===== config.mk =====
export PLATFORM = sky130hd
export DESIGN_NAME = viterbi_ctrl
export DESIGN_NICKNAME = d
export VERILOG_FILES = /design/src/rtl/viterbi_pkg.sv /design/src/rtl/viterbi_wrap_ctr.sv /design/src/rtl/viterbi_ctrl.sv
export SDC_FILE = /design/constraint.sdc
export NUM_CORES = 1
export LEC_CHECK = 0
export ABC_AREA = 1
export CELL_PAD_IN_SITES_DETAIL_PLACEMENT = 1
export CELL_PAD_IN_SITES_GLOBAL_PLACEMENT = 1
export CORE_UTILIZATION = 44
export DETAILED_ROUTE_END_ITERATION = 10
export DONT_BUFFER_PORTS = 1
export PLACE_DENSITY = 0.82
export SETUP_SLACK_MARGIN = 0.5
export SLEW_MARGIN = 20
export SYNTH_ARGS = -nofsm -noshare
export SYNTH_HDL_FRONTEND = slang
export SYNTH_SLANG_ARGS = --single-unit

===== constraint.sdc =====
create_clock -name clk -period 1.5 [get_ports clk]
set_input_delay 0.15 -clock clk [delete_from_list [all_inputs] [get_ports clk]]
set_output_delay 0.15 -clock clk [all_outputs]
set_load 0.1 [all_outputs]

===== src/rtl/viterbi_pkg.sv =====
// viterbi_pkg
// Shared constants and types for the K=3, rate-1/2 Viterbi decoder control
// slice: code constraint length, trellis size, default traceback depth,
// path-metric width, normalisation threshold, pointer width, and the
// sequencing FSM state encoding.
package viterbi_pkg;

   localparam int K           = 3;
   localparam int NUM_STATES  = 4;
   localparam int DEPTH       = 15;
   localparam int PM_W        = 5;
   localparam int NORM_THRESH = 16;
   localparam int PTR_W       = $clog2(DEPTH);

   typedef enum logic [1:0] {
      WAIT  = 2'd0,
      TRACE = 2'd1,
      EMIT  = 2'd2
   } ctrl_state_t;

endpackage


===== src/rtl/viterbi_wrap_ctr.sv =====
// viterbi_wrap_ctr
// Modulo-DEPTH up/down counter with synchronous load. Used for the
// survivor-memory write pointer (counting up) and the traceback read
// pointer (counting down).
// Ports:
//   clk, rst    clock, asynchronous active-high reset (count resets to 0)
//   load_i      load load_val_i this cycle (wins over en_i)
//   load_val_i  value to load
//   en_i        advance the count by one step this cycle
//   up_i        1: count up, wrapping DEPTH-1 to 0; 0: count down, 0 to DEPTH-1
//   cnt_o       current count
module viterbi_wrap_ctr #(
   parameter int DEPTH = 15
) (
   input  logic                     clk,
   input  logic                     rst,
   input  logic                     load_i,
   input  logic [$clog2(DEPTH)-1:0] load_val_i,
   input  logic                     en_i,
   input  logic                     up_i,
   output logic [$clog2(DEPTH)-1:0] cnt_o
);

   localparam int W = $clog2(DEPTH);
   localparam logic [W-1:0] TOP = W'(DEPTH - 1);

   logic [W-1:0] cnt_q;
   logic [W-1:0] cnt_d;

   // Next count: load, modulo step up/down, or hold.
   always_comb begin
      cnt_d = cnt_q;
      if (load_i) begin
         cnt_d = load_val_i;
      end else if (en_i) begin
         if (up_i) begin
            if (cnt_q == TOP) begin
               cnt_d = {W{1'b0}};
            end else begin
               cnt_d = cnt_q + W'(1);
            end
         end else begin
            if (cnt_q == {W{1'b0}}) begin
               cnt_d = TOP;
            end else begin
               cnt_d = cnt_q - W'(1);
            end
         end
      end else begin
         cnt_d = cnt_q;
      end
   end

   // Count register.
   always_ff @(posedge clk or posedge rst) begin
      if (rst) begin
         cnt_q <= {W{1'b0}};
      end else begin
         cnt_q <= cnt_d;
      end
   end

   assign cnt_o = cnt_q;

endmodule


===== src/rtl/viterbi_ctrl.sv =====
// viterbi_ctrl
// Sequencing controller for a K=3, rate-1/2 Viterbi decoder datapath.
// Accepts 2-bit symbols on a valid/ready handshake, fires one ACS step per
// accepted symbol, keeps the circular survivor write pointer, flags metric
// normalisation, and once the window holds DEPTH columns runs a full-depth
// traceback after each symbol, emitting one decoded bit per traceback.
// Ports:
//   clk, rst                     clock, asynchronous active-high reset
//   sym_valid/sym_ready/sym_in   symbol handshake and payload
//   frame_start                  accepted symbol starts a new frame
//   acs_en/acs_sym/acs_init      ACS strobe, its symbol, metric seeding
//   wr_addr                      survivor column written by this ACS
//   pm_min/norm_en               minimum metric in, normalise strobe out
//   best_state                   state holding the minimum metric
//   tb_rd_addr/tb_state/tb_dec   traceback survivor read port
//   out_valid/out_bit            decoded bit (one-cycle pulse)
module viterbi_ctrl
   import viterbi_pkg::*;
#(
   parameter int DEPTH       = viterbi_pkg::DEPTH,
   parameter int PM_W        = viterbi_pkg::PM_W,
   parameter int NORM_THRESH = viterbi_pkg::NORM_THRESH
) (
   input  logic                     clk,
   input  logic                     rst,
   input  logic                     sym_valid,
   output logic                     sym_ready,
   input  logic [1:0]               sym_in,
   input  logic                     frame_start,
   output logic                     acs_en,
   output logic [1:0]               acs_sym,
   output logic                     acs_init,
   output logic [$clog2(DEPTH)-1:0] wr_addr,
   input  logic [PM_W-1:0]          pm_min,
   output logic                     norm_en,
   input  logic [1:0]               best_state,
   output logic [$clog2(DEPTH)-1:0] tb_rd_addr,
   output logic [1:0]               tb_state,
   input  logic                     tb_dec,
   output logic                     out_valid,
   output logic                     out_bit
);

   localparam int AW = $clog2(DEPTH);
   localparam int FW = $clog2(DEPTH + 1);
   localparam logic [AW-1:0] LAST_STEP = AW'(DEPTH - 1);
   localparam logic [FW-1:0] FULL      = FW'(DEPTH);

   ctrl_state_t   state_q;
   logic [AW-1:0] step_q;
   logic [FW-1:0] fill_q;
   logic [FW-1:0] fill_d;
   logic [1:0]    tb_state_q;
   logic [1:0]    tb_cur_s;
   logic          sym_ready_q;
   logic          out_valid_q;
   logic          out_bit_q;
   logic          hs_s;
   logic          init_s;
   logic          full_d_s;
   logic          trace_s;
   logic [AW-1:0] wr_addr_s;
   logic [AW-1:0] wptr_s;
   logic [AW-1:0] tb_ptr_s;

   // Handshake decode, write column selection and fill-level update.
   always_comb begin
      hs_s    = sym_valid & sym_ready_q;
      trace_s = (state_q == TRACE);
      // An empty window or a new frame restarts the trellis at column 0.
      init_s  = frame_start | (fill_q == {FW{1'b0}});
      if (init_s) begin
         wr_addr_s = {AW{1'b0}};
         fill_d    = FW'(1);
      end else begin
         wr_addr_s = wptr_s;
         if (fill_q == FULL) begin
            fill_d = FULL;
         end else begin
            fill_d = fill_q + FW'(1);
         end
      end
      full_d_s = (fill_d == FULL);
   end

   // Traceback state presented to the survivor memory: the first step starts
   // from the best state of the just-updated metrics, later steps follow the
   // registered chain.
   always_comb begin
      if (trace_s && (step_q == {AW{1'b0}})) begin
         tb_cur_s = best_state;
      end else begin
         tb_cur_s = tb_state_q;
      end
   end

   // Write pointer: restarts at 1 after a seeding write, otherwise advances.
   viterbi_wrap_ctr #(.DEPTH(DEPTH)) u_wptr (
      .clk        (clk),
      .rst        (rst),
      .load_i     (hs_s & init_s),
      .load_val_i (AW'(1)),
      .en_i       (hs_s),
      .up_i       (1'b1),
      .cnt_o      (wptr_s)
   );

   // Traceback pointer: captures the newest column on every accepted symbol
   // and walks backwards through the window during TRACE.
   viterbi_wrap_ctr #(.DEPTH(DEPTH)) u_tb_ptr (
      .clk        (clk),
      .rst        (rst),
      .load_i     (hs_s),
      .load_val_i (wr_addr_s),
      .en_i       (trace_s),
      .up_i       (1'b0),
      .cnt_o      (tb_ptr_s)
   );

   // Sequencing FSM with registered ready/valid/bit outputs.
   always_ff @(posedge clk or posedge rst) begin
      if (rst) begin
         state_q     <= WAIT;
         step_q      <= {AW{1'b0}};
         fill_q      <= {FW{1'b0}};
         tb_state_q  <= 2'b00;
         sym_ready_q <= 1'b1;
         out_valid_q <= 1'b0;
         out_bit_q   <= 1'b0;
      end else begin
         if (hs_s) begin
            fill_q <= fill_d;
         end
         case (state_q)
            WAIT: begin
               if (hs_s && full_d_s) begin
                  state_q     <= TRACE;
                  step_q      <= {AW{1'b0}};
                  sym_ready_q <= 1'b0;
               end
            end
            TRACE: begin
               // Predecessor state: shift in the survivor decision bit.
               tb_state_q <= {tb_cur_s[0], tb_dec};
               if (step_q == LAST_STEP) begin
                  out_bit_q   <= tb_cur_s[1];
                  out_valid_q <= 1'b1;
                  sym_ready_q <= 1'b1;
                  step_q      <= {AW{1'b0}};
                  state_q     <= EMIT;
               end else begin
                  step_q <= step_q + AW'(1);
               end
            end
            EMIT: begin
               out_valid_q <= 1'b0;
               if (hs_s && full_d_s) begin
                  state_q     <= TRACE;
                  step_q      <= {AW{1'b0}};
                  sym_ready_q <= 1'b0;
               end else begin
                  state_q     <= WAIT;
                  sym_ready_q <= 1'b1;
               end
            end
            default: begin
               state_q     <= WAIT;
               step_q      <= {AW{1'b0}};
               sym_ready_q <= 1'b1;
               out_valid_q <= 1'b0;
            end
         endcase
      end
   end

   assign sym_ready  = sym_ready_q;
   assign acs_en     = hs_s;
   assign acs_sym    = sym_in;
   assign acs_init   = hs_s & init_s;
   assign wr_addr    = wr_addr_s;
   assign norm_en    = hs_s & (pm_min >= PM_W'(NORM_THRESH));
   assign tb_rd_addr = tb_ptr_s;
   assign tb_state   = tb_cur_s;
   assign out_valid  = out_valid_q;
   assign out_bit    = out_bit_q;

endmodule


==> results of run 1 <==
## cell families after synthesis
kind of cell    Yosys count
compound gates           21
flops                    23
xor+xnor                  3
simple gates             83
fa+ha+maj                 6
buf+inv                  35
## metrics by stage
step	instances	area, sq um	setup WS (ns)
floorplan	171	1524	-0.08189
global placement	218	1763	0.07796
detailed placement	218	1763	-0.01394
## synthesized netlist by cell type (all sizes together)
library cell	number	area, sq um
a21oi	7	35.03
buf	3	20.01
clkinv	1	3.750
dfrtp	22	550.5
dfstp	1	26.28
ha	6	75.07
inv	31	116.4
nand2	45	181.4
nand3	19	117.6
nand3b	1	7.510
nand4	2	12.51
nor2	16	82.58
o21ai	8	47.55
o221ai	2	17.52
o22ai	3	18.77
o31ai	1	7.510
xnor2	1	8.760
xor2	2	17.52
==> insert_results.sql, run 1 <==
INSERT INTO impl_metrics (metric_group, metric, value, unit) VALUES
('outcome', 'status', 'aborted with a tool error', ''),
('outcome', 'haltStage', 'clock tree synthesis (4_1_cts)', ''),
('outcome', 'first-error', '[ERROR DPL-0033] detailed placement checks failed during check placement.', ''),
('floorplan', 'io_pins', '32', ''),
('synthesis', 'synth_top_family_by_area', 'simple AND/OR/NAND/NOR gates', ''),
('synthesis', 'synth-xor-area-share', '1.952', '%'),
('synthesis', 'synth.mux.area_fraction', '0', '%'),
('synthesis', 'yosysUniqueCellTypes', '27', ''),
('synthesis', 'netlist_instances', '171', ''),
('clocking', 'cts_post_setup_buffers_inserted', '27', ''),
('floorplan', 'row_cnt', '19', ''),
('placement', 'finalWeightedCongestion', '0.7941', ''),
('clocking', 'holdBufCountCts', '2', ''),
('clocking', 'numCtsBuffers', '3', ''),
('clocking', 'max-clock-path-buffers', '2', ''),
('synthesis', 'synth_simple_gate_area_share', '29.83', '%'),
('clocking', 'number_of_cells_upsized_or_downsized_after_cts', '82', ''),
('floorplan', 'initial_core_util', '47.59', '%'),
('floorplan', 'floorplan.die.height', '57.32', 'um'),
('placement', 'number_of_buffers_added_on_ports', '0', ''),
('floorplan', 'die_x', '57.32', 'um'),
('synthesis', 'yosys_warning_total', '0', ''),
('clocking', 'ctsHtreeMaxLevel', '1', ''),
('synthesis', 'syn_nets', '191', ''),
('synthesis', 'post_synthesis_adder_cell_area_fraction', '5.576', '%'),
('synthesis', 'yosys_register_bits', '23', ''),
('clocking', 'clock_sinks', '23', ''),
('clocking', 'clk_root_buffer_cell', 'sky130_fd_sc_hd__clkbuf_4', ''),
('placement', 'place_hpwl', '2671', 'um'),
('synthesis', 'synth.avg_cell_area', '7.873', 'sq um'),
('synthesis', 'synth.cell_area', '1346', 'sq um'),
('synthesis', 'synth-compound-area-share', '9.387', '%'),
('synthesis', 'synth_sequential_area_ratio', '42.84', '%');
==> run 2: changes to the inputs <==
Settings changed: CELL_PAD_IN_SITES_DETAIL_PLACEMENT 1 to default, CELL_PAD_IN_SITES_GLOBAL_PLACEMENT 1 to default, CORE_AREA from default to 2 2 63 65, CORE_UTILIZATION 44 to default, DIE_AREA from default to 0 0 65 67, PLACE_DENSITY 0.82 to default, PLACE_DENSITY_LB_ADDON from default to 0.15, SETUP_SLACK_MARGIN 0.5 to default.
==> run 2 against run 1 <==
The flow now finishes, with violations (setup timing). Synthesized area unchanged. Synthesized cell count unchanged.
==> insert_results.sql, run 2 <==
INSERT INTO impl_metrics (metric_group, metric, value, unit) VALUES
('synthesis', 'yosys_register_bits', '23', ''),
('final_layout', 'final_cell_area', '2059', 'sq um'),
('timing', 'setup-tns-final', '-0.4041', 'ns'),
('placement', 'number_of_buffers_added_on_ports', '0', ''),
('setup_path', 'worst_ep_required_time', '1.35', 'ns'),
('synthesis', 'syn_nets', '191', ''),
('clocking', 'max-clock-path-buffers', '2', ''),
('timing', 'timing.final.crit_period', '1.606', 'ns'),
('power_and_ir_drop', 'power.ir.vdd_worst', '0.0007665', 'V'),
('global_route', 'antenna_found_initial', '0', ''),
('route', 'detail-route-antenna-nets', '0', ''),
('placement', 'place_hpwl', '2325', 'um'),
('setup_path', 'worstPathMaxFanout', '3', ''),
('final_layout', 'area_growth', '52.97', '%'),
('synthesis', 'yosys_warning_total', '0', ''),
('timing', 'skew', '0.001835', 'ns'),
('synthesis', 'synth.avg_cell_area', '7.873', 'sq um'),
('clocking', 'ctsHtreeMaxLevel', '1', ''),
('floorplan', 'die_x', '65', 'um'),
('route', 'vias_per_cell', '4.805', ''),
('timing', 'hold_violations', '0', ''),
('floorplan', 'floorplan.die.height', '67', 'um'),
('synthesis', 'synth_sequential_area_ratio', '42.84', '%'),
('global_route', 'global_route.usage.total', '15.81', '%'),
('clocking', 'clock_sinks', '23', ''),
('floorplan', 'row_cnt', '22', ''),
('final_layout', 'diodes', '0', ''),
('power_and_ir_drop', 'total_leakage_power', '0.9891', 'nW'),
('setup_path', 'timing.critical_path.from_type', 'register', ''),
('outcome', 'status', 'finished with violations', ''),
('setup_path', 'crit_path_capture_type', 'output port', ''),
('synthesis', 'yosysMostFrequentCell', 'sky130_fd_sc_hd__nand2_1', ''),
('route', 'drt_iter0_drc', '48', ''),
('final_layout', 'layout_common_cells', 'sky130_fd_sc_hd__nand2_1, sky130_fd_sc_hd__buf_4, sky130_fd_sc_hd__inv_1', ''),
('global_route', 'grt_remaining_overflow', '0', ''),
('synthesis', 'yosys-top-cells-count', 'sky130_fd_sc_hd__nand2_1, sky130_fd_sc_hd__inv_1, sky130_fd_sc_hd__dfrtp_1', ''),
('timing', 'worst_tran_pin_value', '0.4338', 'ns'),
('floorplan', 'floorplan.core_area', '3606', 'sq um'),
('setup_path', 'worst-endpoint-arrival', '1.46', 'ns'),
('clocking', 'clkTransAtPathRegs', '0.08', 'ns'),
('timing', 'timing.hold.ws', '0.1200', 'ns'),
('clocking', 'numCtsBuffers', '3', ''),
('synthesis', 'synthArstFlopShare', '100.0', '%'),
('final_layout', 'most_frequent_standard_cell_in_the_layout_excluding_fill_and_tap_cells', 'sky130_fd_sc_hd__nand2_1', ''),
('global_route', 'maximum_number_of_pins_on_one_net_before_global_route_repair', '14', ''),
('timing', 'grt_setup_unrepaired', 'true', ''),
('outcome', 'violated_checks', 'setup timing', ''),
('final_layout', 'drive_gt1_share', '42.25', '%'),
('synthesis', 'synthDominantCellAreaShare', '40.89', '%'),
('synthesis', 'synth_flop_cell', 'sky130_fd_sc_hd__dfrtp_1', ''),
('route', 'total_vias_in_the_final_route', '1254', ''),
('power_and_ir_drop', 'pwr_density_cell', '2109', 'nW/um^2'),
('route', 'detail_route.drc_violations', '0', ''),
('clocking', 'clock_latency', '0.26', 'ns'),
('clocking', 'tritoncts', 'yes', ''),
('timing', 'finalWorstSetupSlack', '-0.1059', 'ns'),
('min_path', 'worst_hold_path_type', 'in -> reg', ''),
('route', 'wl', '3225', 'um'),
('global_route', 'number_of_global_route_vias_before_repair', '1243', ''),
('synthesis', 'synth-edff-count', '0', ''),
('synthesis', 'netlist_instances', '171', ''),
('floorplan', 'initial_core_util', '37.34', '%'),
('timing', 'finalSetupViolations', '12', ''),
('placement', 'finalWeightedCongestion', '0.8177', ''),
('floorplan', 'dieArea', '4355', 'sq um'),
('final_layout', 'fin_nets', '234', ''),
('synthesis', 'synth_top_cell_by_area', 'sky130_fd_sc_hd__dfrtp_1', ''),
('synthesis', 'yosysUniqueCellTypes', '27', ''),
('timing', 'final.period_utilization', '107.1', '%'),
('floorplan', 'io_pins', '32', ''),
('route', 'routed_wire_length_per_instance', '12.36', 'um'),
('placement', 'placed_cell_area', '1747', 'sq um'),
('final_layout', 'final_util', '57.11', '%'),
('synthesis', 'synth.cell_area', '1346', 'sq um'),
('setup_path', 'worst-setup-path-type', 'reg -> out', ''),
('timing', 'timing.slew.headroom', '71.05', '%'),
('timing', 'final-max-slew-violation-count', '0', ''),
('synthesis', 'synth_area_leaders', 'sky130_fd_sc_hd__dfrtp_1, sky130_fd_sc_hd__nand2_1, sky130_fd_sc_hd__inv_1', ''),
('timing', 'achievable-frequency', '0.6227', 'GHz'),
('flow_run', 'max_cap_violations', '0', ''),
('route', 'initial_drt_pass_iterations', '4', ''),
('clocking', 'clk_root_buffer_cell', 'sky130_fd_sc_hd__clkbuf_8', ''),
('global_route', 'first_pass_grt_wire_length', '5250', 'um');
==> run 2: cell counts after synthesis <==
Identical to the previous run, type by type.
==> run 2: cell type report <==
type                       instances  area (sq um)
inverter                          32         140.1
clock inverter                     1         5.005
tap                               48         60.06
timing repair buffer              41         436.7
fill                             323          1546
clock buffer                       3         41.29
sequential                        23         584.3
multi-input combinational        113         792.0
==> run 2: cells by family (layout without fill, tap and decap cells) <==
logic type / Yosys count / after routing / share of synthesized area [%]
AND/OR/NAND/NOR: 83 / 83 / 29.83
buffers and inverters: 35 / 77 / 10.41
flip-flops: 23 / 23 / 42.84
AO/OA/AOI/OAI: 21 / 21 / 9.387
adder cells (fa/ha/maj): 6 / 6 / 5.576
XOR/XNOR: 3 / 3 / 1.952
==> run 2: path summary, 6_finish.rpt <==
| check | start | endpoint | slack, ns | cells past startpoint |
|---|---|---|---|---|
| worst max-delay path | fill_q[0] | wr_addr[2] | -0.11 | 8 |
| worst min-delay path | sym_valid | u_wptr.cnt_o[1] | 0.12 | 3 |
| worst max register to register | fill_q[0] | step_q[1] | -0.01 | 10 |
| worst min register to register | tb_state_q[0] | tb_state_q[0] | 0.50 | 2 |
| max in group asynchronous | rst | sym_ready | 0.57 | 3 |
| min in group asynchronous | rst | tb_state_q[0] | 0.32 | 2 |
==> run 2: what timing repair did <==
item,CTS,global route
pin swaps,7,9
hold endpoints to repair,10,1
resized for setup,10,16
setup buffers,15,5
setup endpoints to repair,9,15
hold buffers,1,1
==> run 2: through the flow <==
| step | total power [W] | instances | worst slack, ns |
|---|---|---|---|
| finish | 0.004342 | 261 | -0.1059 |
| global route | 0.004646 | 261 | -0.1785 |
| CTS | 0.004209 | 255 | -0.1069 |
| detailed placement | 0.003579 | 235 | 0.03332 |
| global placement | 0.003516 | 235 | 0.07211 |
| floorplan | 0.002949 | 171 | -0.08255 |
==> run 2: critical path, cell delays in order (launching register included) <==
cell and delay (ns):
sky130_fd_sc_hd__dfrtp_1 0.39, sky130_fd_sc_hd__inv_2 0.08, sky130_fd_sc_hd__ha_4 0.14, sky130_fd_sc_hd__nand3_4 0.07, sky130_fd_sc_hd__nand2_4 0.10, sky130_fd_sc_hd__inv_2 0.05, sky130_fd_sc_hd__nand2_2 0.08, sky130_fd_sc_hd__clkinvlp_4 0.11
sky130_fd_sc_hd__buf_12 0.17
==> run 2: routing by layer <==
| layer | vias to the layer above | part of all wire (%) | wire length, um | track usage, % |
|---|---|---|---|---|
| met3 | 6 | 3.4 | 109 | 2.365 |
| met1 | 602 | 42 | 1346 | 17.09 |
| met5 | - | 0 | 0 | 0 |
| li1 | 623 | - | - | - |
| met2 | 23 | 53 | 1722 | 30.67 |
| met4 | 0 | 1.5 | 47 | 6.117 |
==> run 2: power breakdown <==
group | leakage [nW] | switching (W) | internal [W] | total (W)
Clock | 0.0255 | 0.000195 | 0.000185 | 0.000381
Combinational | 0.677 | 0.00189 | 0.00104 | 0.00293
Sequential | 0.287 | 0.000183 | 0.000845 | 0.00103
Note: power is estimated with default switching activity, not from simulation.
==> run 3: changes to the inputs <==
Settings changed: CTS_CLUSTER_SIZE from default to 30, PLACE_DENSITY from default to 0.52, PLACE_DENSITY_LB_ADDON 0.15 to default.
==> run 3 against run 2 <==
The flow still finishes with violations (setup timing). Wire length shrank 1.2%. Die area stayed put. Core utilization decreased by 2.8 points. Power shrank 2.3%. Sequential share of layout area up 1.5 points. Cell count is 2.7% lower. Combinational power decreased by 4%. Worst setup slack got worse by 0.014 ns. Count of clock-buffer cells in the layout did not move. Non-clock buffer count decreased by 7. Maximum frequency decreased by 0.84%. Critical path depth is the same. Largest power group unchanged.
==> insert_results.sql, run 3 (same netlist as run 2, synthesis figures left out) <==
INSERT INTO impl_metrics (metric_group, metric, value, unit) VALUES
('outcome', 'status', 'finished with violations', ''),
('outcome', 'violated_checks', 'setup timing', ''),
('timing', 'worst_tran_pin_value', '0.2918', 'ns'),
('power_and_ir_drop', 'pwr_density_cell', '2166', 'nW/um^2'),
('global_route', 'number_of_global_route_vias_before_repair', '1229', ''),
('clocking', 'clock_latency', '0.26', 'ns'),
('route', 'vias_per_cell', '4.787', ''),
('route', 'detail_route.drc_violations', '0', ''),
('timing', 'finalSetupViolations', '8', ''),
('setup_path', 'ff2ff_path_depth', '10', ''),
('setup_path', 'worst_ep_required_time', '1.35', 'ns'),
('timing', 'hold_violations', '0', ''),
('final_layout', 'drive_gt1_share', '35.92', '%'),
('route', 'total_vias_in_the_final_route', '1216', ''),
('floorplan', 'floorplan.die.height', '67', 'um'),
('route', 'drt_iter0_drc', '60', ''),
('clocking', 'clkTransAtPathRegs', '0.08', 'ns'),
('clocking', 'ctsHtreeMaxLevel', '1', ''),
('timing', 'timing.final.crit_period', '1.619', 'ns'),
('setup_path', 'crit_path_capture_type', 'output port', ''),
('final_layout', 'fin_nets', '227', ''),
('floorplan', 'die_x', '65', 'um'),
('final_layout', 'layout_common_cells', 'sky130_fd_sc_hd__nand2_1, sky130_fd_sc_hd__inv_1, sky130_fd_sc_hd__buf_4', ''),
('flow_run', 'max_cap_violations', '0', ''),
('clocking', 'tritoncts', 'yes', ''),
('timing', 'achievable-frequency', '0.6175', 'GHz'),
('floorplan', 'initial_core_util', '37.34', '%'),
('clocking', 'clock_sinks', '23', ''),
('timing', 'skew', '0.001262', 'ns'),
('global_route', 'first_pass_grt_wire_length', '5444', 'um'),
('floorplan', 'floorplan.core_area', '3606', 'sq um'),
('floorplan', 'io_pins', '32', ''),
('timing', 'final.period_utilization', '108.0', '%'),
('setup_path', 'worst-endpoint-arrival', '1.47', 'ns'),
('timing', 'timing.hold.ws', '0.1287', 'ns'),
('floorplan', 'dieArea', '4355', 'sq um'),
('final_layout', 'most_frequent_standard_cell_in_the_layout_excluding_fill_and_tap_cells', 'sky130_fd_sc_hd__nand2_1', ''),
('setup_path', 'path_cells', 'inv_2 > ha_4 > nand3_4 > nand2_4 > inv_2 > nand2_4 > clkinvlp_4 > buf_12', ''),
('min_path', 'holdPathStages', '3', ''),
('global_route', 'maximum_number_of_pins_on_one_net_before_global_route_repair', '24', ''),
('global_route', 'antenna_found_initial', '0', ''),
('final_layout', 'multi_input_gate_area_in_the_final_layout', '753.2', 'sq um'),
('power_and_ir_drop', 'total_leakage_power', '0.9378', 'nW'),
('clocking', 'clk_root_buffer_cell', 'sky130_fd_sc_hd__clkbuf_8', ''),
('setup_path', 'cp_slowest_cell', 'sky130_fd_sc_hd__dfrtp_1', ''),
('route', 'routed_wire_length_per_instance', '12.54', 'um'),
('timing', 'finalWorstSetupSlack', '-0.1195', 'ns'),
('placement', 'place_hpwl', '2274', 'um'),
('min_path', 'worst_hold_path_type', 'in -> reg', ''),
('setup_path', 'worst-setup-path-type', 'reg -> out', ''),
('final_layout', 'final_util', '54.30', '%'),
('final_layout', 'diodes', '0', ''),
('clocking', 'numCtsBuffers', '3', ''),
('placement', 'number_of_buffers_added_on_ports', '0', ''),
('timing', 'timing.slew.headroom', '80.54', '%'),
('placement', 'finalWeightedCongestion', '0.8528', ''),
('timing', 'final-max-slew-violation-count', '0', ''),
('setup_path', 'timing.critical_path.slowest_cell_delay', '0.40', 'ns'),
('global_route', 'grt_remaining_overflow', '0', ''),
('setup_path', 'worstPathMaxFanout', '4', ''),
('global_route', 'global_route.usage.total', '16.23', '%'),
('power_and_ir_drop', 'power.ir.vdd_worst', '0.0006780', 'V'),
('floorplan', 'row_cnt', '22', ''),
('route', 'initial_drt_pass_iterations', '4', ''),
('route', 'wl', '3186', 'um'),
('clocking', 'max-clock-path-buffers', '2', ''),
('timing', 'setup-tns-final', '-0.5479', 'ns'),
('final_layout', 'nFillCells', '336', ''),
('final_layout', 'seq_area', '584.3', 'sq um'),
('route', 'detail-route-antenna-nets', '0', ''),
('final_layout', 'area_growth', '45.45', '%'),
('setup_path', 'timing.critical_path.from_type', 'register', ''),
('timing', 'grt_setup_unrepaired', 'true', '');
==> run 3: per-stage QoR <==
stage	instances	area, sq um	power [W]	worst slack [ns]
floorplan	171	1458	0.002949	-0.08255
global placement	235	1734	0.003495	0.07042
detailed placement	235	1734	0.003563	0.03829
CTS	252	1913	0.004156	-0.1193
global route	254	1958	0.004542	-0.2008
finish	254	1958	0.004241	-0.1195
==> run 3: layout make-up <==
class,count,area share [%]
Clock buffer,3,2.109
Clock inverter,1,0.2556
Inverter,32,6.901
Multi-Input combinational cell,113,38.47
Sequential cell,23,29.84
Tap cell,48,3.067
Timing Repair Buffer,34,19.36
==> run 3: final timing paths <==
check	from	end	slack, ns
max	fill_q[0]	wr_addr[2]	-0.12
min	sym_valid	u_wptr.cnt_o[2]	0.13
max reg2reg	fill_q[0]	step_q[0]	0.03
min reg2reg	tb_state_q[1]	tb_state_q[1]	0.49
max in group asynchronous	rst	sym_ready	0.84
min in group asynchronous	rst	u_wptr.cnt_o[2]	0.38
==> run 3: critical path: cells and delay by family, from the launching register on <==
family                   cells  cell delay (ns)
flip-flops                   1             0.40
adder cells (fa/ha/maj)      1             0.14
AND/OR/NAND/NOR              3             0.25
buffers and inverters        4             0.41
==> run 3: per-layer routing <==
metal  track usage (%)  wire length, um
met3             2.534              119
met2             29.90             1683
met5                 0                0
met1             18.63             1320
met4             6.649               63
==> run 3: power by group <==
part	switching [W]	leakage, nW	internal [W]
combinational	0.00185	0.625	0.000972
sequential	0.000192	0.287	0.000844
clock	0.000196	0.0255	0.000185
==> run 3: what timing repair did <==
item                                   4_1_cts  5_1_grt
endpoints found under the hold margin       23        0
buffers inserted                            11        2
pin swaps                                    8        4
hold buffers                                 2        0
gates resized for setup                      9        8
setup endpoints to repair                    9       15
